==> src/rtl/apb_master_if.sv <==
// Command/response handshake and APB bus bundle for the apb_master requester.
// master: the requester's view; slave: the command source / APB completer side.
`timescale 1ns/1ps
interface apb_master_if #(
  parameter int unsigned AWD = 16,
  parameter int unsigned DWD = 32
);
  logic           cmd_valid;
  logic           cmd_ready;
  logic           cmd_write;
  logic [AWD-1:0] cmd_addr;
  logic [DWD-1:0] cmd_wdata;

  logic           rsp_valid;
  logic           rsp_ready;
  logic [DWD-1:0] rsp_rdata;
  logic           rsp_err;
  logic           rsp_tmo;

  logic           psel;
  logic           penable;
  logic           pwrite;
  logic [AWD-1:0] paddr;
  logic [DWD-1:0] pwdata;
  logic [DWD-1:0] prdata;
  logic           pready;
  logic           pslverr;

  modport master (
    input  cmd_valid, cmd_write, cmd_addr, cmd_wdata, rsp_ready,
    input  prdata, pready, pslverr,
    output cmd_ready, rsp_valid, rsp_rdata, rsp_err, rsp_tmo,
    output psel, penable, pwrite, paddr, pwdata
  );

  modport slave (
    output cmd_valid, cmd_write, cmd_addr, cmd_wdata, rsp_ready,
    output prdata, pready, pslverr,
    input  cmd_ready, rsp_valid, rsp_rdata, rsp_err, rsp_tmo,
    input  psel, penable, pwrite, paddr, pwdata
  );
endinterface

==> src/rtl/apb_master.sv <==
// Single-outstanding APB requester: valid/ready command in, SETUP/ACCESS on APB,
// read data and error/timeout status returned on a valid/ready response.
`timescale 1ns/1ps
module apb_master #(
  parameter int unsigned AWD = 16,
  parameter int unsigned DWD = 32,
  parameter logic [7:0]  TMO = 8'd16
) (
  input  logic          pclk,
  input  logic          reset,
  apb_master_if.master  bus
);

  typedef enum logic [1:0] {IDLE, SETUP, ACCESS, RESP} state_t;

  state_t         state, state_nxt;
  logic           accept;
  logic           tmo_hit;
  logic [7:0]     wait_cnt;
  logic [AWD-1:0] paddr_q;
  logic [DWD-1:0] pwdata_q;
  logic           pwrite_q;
  logic [DWD-1:0] rdata_q;
  logic           err_q;
  logic           tmo_q;
  logic           cmd_ready_c;
  logic           psel_c;
  logic           penable_c;
  logic           rsp_valid_c;

  always_ff @(posedge pclk or posedge reset) begin
    if (reset) state <= IDLE;
    else       state <= state_nxt;
  end

  // Handshake/bus controls decode from state only, so no input reaches an output.
  always_comb begin
    state_nxt   = state;
    accept      = 1'b0;
    tmo_hit     = 1'b0;
    cmd_ready_c = 1'b0;
    psel_c      = 1'b0;
    penable_c   = 1'b0;
    rsp_valid_c = 1'b0;
    case (state)
      IDLE: begin
        cmd_ready_c = 1'b1;
        if (bus.cmd_valid) begin
          accept    = 1'b1;
          state_nxt = SETUP;
        end
      end
      SETUP: begin
        psel_c    = 1'b1;
        state_nxt = ACCESS;
      end
      ACCESS: begin
        psel_c    = 1'b1;
        penable_c = 1'b1;
        if (bus.pready) begin
          state_nxt = RESP;
        end else if (TMO != 8'd0 && wait_cnt == TMO - 8'd1) begin
          tmo_hit   = 1'b1;
          state_nxt = RESP;
        end
      end
      RESP: begin
        rsp_valid_c = 1'b1;
        if (bus.rsp_ready) state_nxt = IDLE;
      end
      default: state_nxt = IDLE;
    endcase
  end

  always_ff @(posedge pclk or posedge reset) begin
    if (reset) begin
      paddr_q  <= '0;
      pwdata_q <= '0;
      pwrite_q <= 1'b0;
      wait_cnt <= '0;
      rdata_q  <= '0;
      err_q    <= 1'b0;
      tmo_q    <= 1'b0;
    end else begin
      if (accept) begin
        paddr_q  <= bus.cmd_addr;
        pwrite_q <= bus.cmd_write;
        pwdata_q <= bus.cmd_write ? bus.cmd_wdata : '0;
      end
      if (state == SETUP) wait_cnt <= '0;
      if (state == ACCESS) begin
        if (bus.pready) begin
          rdata_q <= (pwrite_q || bus.pslverr) ? '0 : bus.prdata;
          err_q   <= bus.pslverr;
          tmo_q   <= 1'b0;
        end else if (tmo_hit) begin
          rdata_q <= '0;
          err_q   <= 1'b1;
          tmo_q   <= 1'b1;
        end else begin
          wait_cnt <= wait_cnt + 8'd1;
        end
      end
    end
  end

  assign bus.cmd_ready = cmd_ready_c;
  assign bus.psel      = psel_c;
  assign bus.penable   = penable_c;
  assign bus.pwrite    = pwrite_q;
  assign bus.paddr     = paddr_q;
  assign bus.pwdata    = pwdata_q;
  assign bus.rsp_valid = rsp_valid_c;
  assign bus.rsp_rdata = rdata_q;
  assign bus.rsp_err   = err_q;
  assign bus.rsp_tmo   = tmo_q;

endmodule

==> src/flat_wrapper.sv <==
// flat-port wrapper written by rule: the top's interface ports become plain ports
module apb_master_flat 
#(
  parameter int unsigned AWD = 16,
  parameter int unsigned DWD = 32,
  parameter logic [7:0]  TMO = 8'd16
)
  (pclk, reset, bus_cmd_valid, bus_cmd_write, bus_cmd_addr, bus_cmd_wdata, bus_rsp_ready, bus_prdata, bus_pready, bus_pslverr, bus_cmd_ready, bus_rsp_valid, bus_rsp_rdata, bus_rsp_err, bus_rsp_tmo, bus_psel, bus_penable, bus_pwrite, bus_paddr, bus_pwdata);
  apb_master_if #(.AWD(AWD), .DWD(DWD)) bus_i ();
  input  logic pclk;
  input  logic reset;
  input wire logic [$bits(bus_i.cmd_valid)-1:0] bus_cmd_valid;
  input wire logic [$bits(bus_i.cmd_write)-1:0] bus_cmd_write;
  input wire logic [$bits(bus_i.cmd_addr)-1:0] bus_cmd_addr;
  input wire logic [$bits(bus_i.cmd_wdata)-1:0] bus_cmd_wdata;
  input wire logic [$bits(bus_i.rsp_ready)-1:0] bus_rsp_ready;
  input wire logic [$bits(bus_i.prdata)-1:0] bus_prdata;
  input wire logic [$bits(bus_i.pready)-1:0] bus_pready;
  input wire logic [$bits(bus_i.pslverr)-1:0] bus_pslverr;
  output wire logic [$bits(bus_i.cmd_ready)-1:0] bus_cmd_ready;
  output wire logic [$bits(bus_i.rsp_valid)-1:0] bus_rsp_valid;
  output wire logic [$bits(bus_i.rsp_rdata)-1:0] bus_rsp_rdata;
  output wire logic [$bits(bus_i.rsp_err)-1:0] bus_rsp_err;
  output wire logic [$bits(bus_i.rsp_tmo)-1:0] bus_rsp_tmo;
  output wire logic [$bits(bus_i.psel)-1:0] bus_psel;
  output wire logic [$bits(bus_i.penable)-1:0] bus_penable;
  output wire logic [$bits(bus_i.pwrite)-1:0] bus_pwrite;
  output wire logic [$bits(bus_i.paddr)-1:0] bus_paddr;
  output wire logic [$bits(bus_i.pwdata)-1:0] bus_pwdata;
  assign bus_i.cmd_valid = bus_cmd_valid;
  assign bus_i.cmd_write = bus_cmd_write;
  assign bus_i.cmd_addr = bus_cmd_addr;
  assign bus_i.cmd_wdata = bus_cmd_wdata;
  assign bus_i.rsp_ready = bus_rsp_ready;
  assign bus_i.prdata = bus_prdata;
  assign bus_i.pready = bus_pready;
  assign bus_i.pslverr = bus_pslverr;
  assign bus_cmd_ready = bus_i.cmd_ready;
  assign bus_rsp_valid = bus_i.rsp_valid;
  assign bus_rsp_rdata = bus_i.rsp_rdata;
  assign bus_rsp_err = bus_i.rsp_err;
  assign bus_rsp_tmo = bus_i.rsp_tmo;
  assign bus_psel = bus_i.psel;
  assign bus_penable = bus_i.penable;
  assign bus_pwrite = bus_i.pwrite;
  assign bus_paddr = bus_i.paddr;
  assign bus_pwdata = bus_i.pwdata;
  apb_master #(.AWD(AWD), .DWD(DWD), .TMO(TMO)) u_core (.pclk(pclk), .reset(reset), .bus(bus_i));
endmodule
==> config.mk <==
export PLATFORM = sky130hd
export DESIGN_NAME = apb_master_flat
export DESIGN_NICKNAME = d
export VERILOG_FILES = /design/src/rtl/apb_master_if.sv /design/src/rtl/apb_master.sv /design/src/flat_wrapper.sv
export SDC_FILE = /design/constraint.sdc
export NUM_CORES = 1
export LEC_CHECK = 0
export CAP_MARGIN = 30
export CORE_MARGIN = 3
export CORE_UTILIZATION = 39
export CTS_BUF_LIST = sky130_fd_sc_hd__clkbuf_2 sky130_fd_sc_hd__clkbuf_4 sky130_fd_sc_hd__clkbuf_8
export CTS_CLUSTER_SIZE = 24
export DETAILED_ROUTE_END_ITERATION = 10
export GPL_TIMING_DRIVEN = 0
export PLACE_DENSITY = 0.79
export SLEW_MARGIN = 20
export SYNTH_ARGS = -nofsm -noshare
export SYNTH_HDL_FRONTEND = slang
export SYNTH_SLANG_ARGS = --single-unit
==> constraint.sdc <==
create_clock -name pclk -period 3.5 [get_ports pclk]
set_clock_uncertainty 0.2 [all_clocks]
set_input_delay 1.05 -clock pclk [delete_from_list [all_inputs] [get_ports pclk]]
set_output_delay 1.05 -clock pclk [all_outputs]
set_load 0.01 [all_outputs]
== After elaboration in Yosys (flattened, before gate mapping) ==
Index checks and enable logic that the tools add are counted.

* $add $sub $neg: 1
* Reduce and logical (&&, ||, !) cells: 6
* Mux-type cells: 25
* Equality and inequality tests: 7

{| class="wikitable"
|+ Operator list
! kind !! number
|-
| 32-bit two-way mux || 4
|-
| 8-bit two-way mux || 4
|-
| 1-bit two-way mux || 12
|-
| 8-bit by 1-bit adder with 8-bit output (second input constant) || 1
|-
| 8-bit by 4-bit == test with 1-bit output (second input constant) || 1
|-
| 2-bit two-way mux || 4
|-
| 2-bit case mux with 4 select lines || 1
|-
| 2-bit == test (second input constant) || 2
|-
| 2-bit inequality test (second input constant) || 2
|-
| 3-bit by 2-bit inequality test with 1-bit output (second input constant) || 1
|-
| 3-bit AND reduction || 1
|-
| 2-bit by 1-bit == test with 1-bit output (second input constant) || 1
|-
| 2-bit logical NOT || 1
|-
| 2-bit AND reduction || 1
|-
| 2-bit nonzero test || 1
|-
| 2-bit OR reduction || 1
|-
| 1-bit logical OR || 1
|}

* Output and inout bits: 87
* Input port bits: 87
* Word-level logic and storage cells: 47
* Bits in registers: 93

== Depth between registers and ports, before layout ==
* Depth after elaboration: 7
* Gate-level depth with buffers: 6
* Mapped depth without buffers: 6

== Least setup slack after synthesis ==
No wires, ideal clock.

* Path kind: input to register
* Start point: input port bus_pready
* End point: register u_core.state[1]
* Buffers on the path: 1
* Setup time: 0.128 ns
* Arrival: 2.061 ns
* Required time: 3.172 ns
* Slack: 1.111 ns
* Stages: 5
* Path through: clkbuf_1 nor2b_1 o21a_4 nor3_4 mux2_1

* Word-level cells in the longest chain between the ends: 2
* Elaborated cells between the ends (all ways): 4
* Classes of those cells: 1 x eq/ne; 2 x mux; 1 x reduce/logical

{| class="wikitable"
|+ Ends and longest elaborated chain
! item !! RTL line !! source
|-
| from (decl) || flat_wrapper.sv:18 || <nowiki>input wire logic [$bits(bus_i.pready)-1:0] bus_pready;</nowiki>
|-
| 2-bit two-way mux / 3-bit by 2-bit inequality test with 1-bit output (equally long branches) || -- ||
|-
| 2-bit case mux with 4 select lines / 3-bit AND reduction (equally long branches) || -- ||
|-
| to (signal assigned) || apb_master.sv:33 || <nowiki>else state <= state_nxt;</nowiki>
|-
| to (decl) || apb_master.sv:16 || <nowiki>state_t state, state_nxt;</nowiki>
|}

Several ways; a longest one is shown, not always the timed one.
A chain may end at the register's enable or synchronous reset.

== Worst setup path after layout ==
* Start point: register u_core.state[0]
* End point: output port bus_psel

* Word-level cells in the longest chain between the ends: 3
* Elaborated cells between the ends (all ways): 4
* Classes of those cells: 2 x eq/ne; 1 x mux; 1 x reduce/logical

{| class="wikitable"
|+ Ends and longest elaborated chain
! item !! RTL line !! source
|-
| 2-bit == test / 2-bit by 1-bit == test with 1-bit output (equally long branches) || apb_master.sv:45 || <nowiki>case (state)</nowiki>
|-
| 2-bit OR reduction (no source line) (*) || -- ||
|-
| 1-bit two-way mux (*) || apb_master.sv:45 ||
|-
| to (decl) || flat_wrapper.sv:25 || <nowiki>output wire logic [$bits(bus_i.psel)-1:0] bus_psel;</nowiki>
|}

Every way passes the cells marked *; elsewhere a longest branch is shown, timed or not.

==> impl_metrics.json <==
{
  "area_growth_pct": 54.6,
  "end_kind": "output port",
  "final_nets": 663,
  "tightestPinTransition_ns": 0.616,
  "max-slew-margin-rel_pct": 58.9,
  "drt_iter0_drc": 94,
  "fmax_ghz": 0.342,
  "cp-start-kind": "flip-flop",
  "track_usage_pct": 19.6,
  "ys_types": 31,
  "drcViolationCount": 0,
  "nFillCells": 752,
  "holdPathStages": 2,
  "drt_wl_total_um": 10800,
  "ys_dominant_reg_cell": "dfrtp_1",
  "fin_crit_sh_pct": 83.5,
  "rsz0062_at_grt": "no",
  "dpl.hpwl_um": 8320,
  "design.die.area_mm2": 0.0112,
  "critPathCapture": "bus_psel",
  "ys_ff_latch": 93,
  "cts_resized": 0,
  "syn_inst": 386,
  "r2r_end": "u_core.bus.paddr[5]",
  "cts_hold_buf": 0,
  "grt_antenna_before_repair": 0,
  "root_buffer": "clkbuf_8",
  "wl_per_cell_um": 15.3,
  "fin_cells": 704,
  "start_util_pct": 41.3,
  "crit_path_cell_trace": "inv_1 -> ha_1 -> clkdlybuf4s50_1",
  "cp_data_arrival_time_ns": 1.67,
  "grt_pass1_wl_um": 17800,
  "status": "complete, no violations",
  "cts_tree": "yes",
  "synth_area_per_cell_um2": 10.1,
  "dpl_worst_slack_ns": 0.411,
  "post_cts_buffers": 0,
  "rrSetupSlack_ns": 1.22,
  "setup_violations": 0,
  "hold-worst-slack_ns": 0.285,
  "ctsHtreeMaxLevel": 3,
  "viasPerCell": 4.91,
  "critPathRequiredTime_ns": 2.25,
  "firstDrtPassIters": 4,
  "port_buffers": 171,
  "startpoint": "u_core.state[0]",
  "worstPathMaxFanout": 4,
  "r2r-start": "u_core.state[0]",
  "synth_warnings": 0,
  "diodes": 0,
  "crit_cells": 3,
  "max-vdd-ir-drop_v": 0.000382,
  "cp_top_family": "buffers and inverters",
  "leakage_uw": 0.00257,
  "fin_setup_tns_ns": 0,
  "cts_made_buffers": 9,
  "hold_viol_final": 0,
  "cts.sinks": 93,
  "criticalPathCategory": "reg -> out",
  "finalMaxSlewViolations": 0,
  "slowest_delay_ns": 0.55,
  "die_h_um": 106,
  "layout_setup_ws_ns": 0.578,
  "grt_max_degree": 33,
  "rr_worst_depth": 5,
  "crit_buf_inv": 2,
  "core-area_mm2": 0.00946,
  "design_area_mm2": 0.00603,
  "power.density_mw_per_mm2": 782,
  "num_vias": 3457,
  "place_area_mm2": 0.00585,
  "row_count": 35,
  "async_reset_ff_share_pct": 100,
  "slowest_stage": "clkdlybuf4s50_1",
  "die_w_um": 106,
  "clk_latency_ns": 0.35,
  "clk_pin_slew_ns": 0.08,
  "grt_pass1_vias": 3605,
  "ant_nets": 0,
  "synth_edf_count": 0,
  "hold_path_class": "reg -> reg",
  "globalplace.congestion": 0.803,
  "clockBufferDepth": 2,
  "max_cap_viol_count": 0,
  "drive_gt1_share_pct": 7.83,
  "dp_cells": 689,
  "syn-num-nets": 478,
  "grt-ovfl-total": 0,
  "num_io_pins": 174,
  "syn_area_mm2": 0.00390,
  "finalCriticalPeriod_ns": 2.92,
  "ys_seq_area_share_pct": 59.6
}
-- registers in the layout, summed over array words and instances, names as in the netlist --
signal and flops:
u_core.bus.pwdata 32, u_core.bus.rsp_err 1, u_core.wait_cnt 8, u_core.bus.rsp_rdata 32
u_core.state 2, u_core.bus.rsp_tmo 1, u_core.bus.paddr 16, u_core.bus.pwrite 1
-- placed cells by master, fill, tap and decap left out, types with 2 or more instances in the layout --
| cell type | count |
|---|---|
| or3_1 | 3 |
| nand4_1 | 33 |
| clkinvlp_4 | 3 |
| buf_2 | 3 |
| clkbuf_1 | 22 |
| nand3_1 | 3 |
| a21o_1 | 3 |
| dfrtp_1 | 93 |
| mux2_2 | 18 |
| o21ai_0 | 69 |
| nor2b_1 | 3 |
| a21oi_1 | 5 |
| ha_1 | 5 |
| inv_1 | 35 |
| buf_16 | 2 |
| nand2_1 | 70 |
| nor2_1 | 4 |
| clkbuf_8 | 10 |
| clkdlybuf4s50_1 | 171 |
-- per-layer routing --
metal	GRT usage, %	wire, µm	vias up
li1	-	-	1670
met1	23.8	4350	1616
met2	31.6	5000	156
met3	8.50	1220	15
met4	6.38	174	0
met5	0	0	-
-- where the power goes --
| group | internal [µW] | switching [µW] |
|---|---|---|
| Combinational | 1230 | 1020 |
| Clock | 286 | 378 |
| Sequential | 1550 | 258 |
| Total | 3060 | 1660 |
-- worst min-delay path: stages (launching register included) --
cell     delay [ns]
dfrtp_1        0.35
nand2_1        0.04
o21ai_0        0.06
-- per-stage QoR --
step | util, % | power, µW
6_report | 63.8 | 4720
4_1_cts | 63.8 | 4780
3_5_place_dp | 61.9 | 4100
2_1_floorplan | - | 2750
5_1_grt | 63.8 | 5060
3_3_place_gp | 61.1 | 4020
-- cells by family after synthesis --
family	Yosys count	synth area share (%)
fa+ha+maj	5	1.60
compound gates	85	11.9
simple gates	121	14.9
flops	93	59.6
buf+inv	62	6.06
mux	20	5.87
-- layout make-up --
cell class / instances / area (µm²) / area share [%]
Tap cell: 129 / 161 / 2.68
Timing Repair Buffer: 174 / 1790 / 29.6
Inverter: 36 / 139 / 2.30
Clock inverter: 4 / 32.5 / 0.539
Clock buffer: 11 / 145 / 2.41
Buffer: 26 / 101 / 1.68
Sequential cell: 93 / 2330 / 38.6
Multi-Input combinational cell: 231 / 1340 / 22.2
-- synthesized netlist by cell type (3+ instances only) --
| master | count | area share [%] |
|---|---|---|
| nor2_1 | 4 | 0.38 |
| nand3_1 | 3 | 0.38 |
| dfrtp_1 | 93 | 60 |
| nand2_1 | 70 | 6.7 |
| o21ai_0 | 69 | 8.8 |
| nand4_1 | 33 | 5.3 |
| a21oi_1 | 5 | 0.64 |
| ha_1 | 5 | 1.6 |
| a21o_1 | 3 | 0.58 |
| buf_2 | 3 | 0.38 |
| mux2_2 | 18 | 5.2 |
| inv_1 | 36 | 3.5 |
| nor2b_1 | 3 | 0.48 |
| or3_1 | 3 | 0.48 |
| clkbuf_1 | 22 | 2.1 |
-- how the worst min path moves through the flow --
| stage | start | endpoint | slack [ns] |
|---|---|---|---|
| after floorplan | u_core.wait_cnt[7] | u_core.wait_cnt[7] | 0.28 |
| after global placement | u_core.bus.pwdata[24] | u_core.bus.pwdata[24] | 0.26 |
| after detailed placement | u_core.bus.pwdata[10] | u_core.bus.pwdata[10] | 0.27 |
| after CTS | u_core.bus.pwdata[25] | u_core.bus.pwdata[25] | 0.29 |
| after global routing | u_core.bus.pwdata[26] | u_core.bus.pwdata[26] | 0.31 |
| final | u_core.bus.pwdata[25] | u_core.bus.pwdata[25] | 0.28 |
No activity file was read; power rests on OpenSTA's default activity.
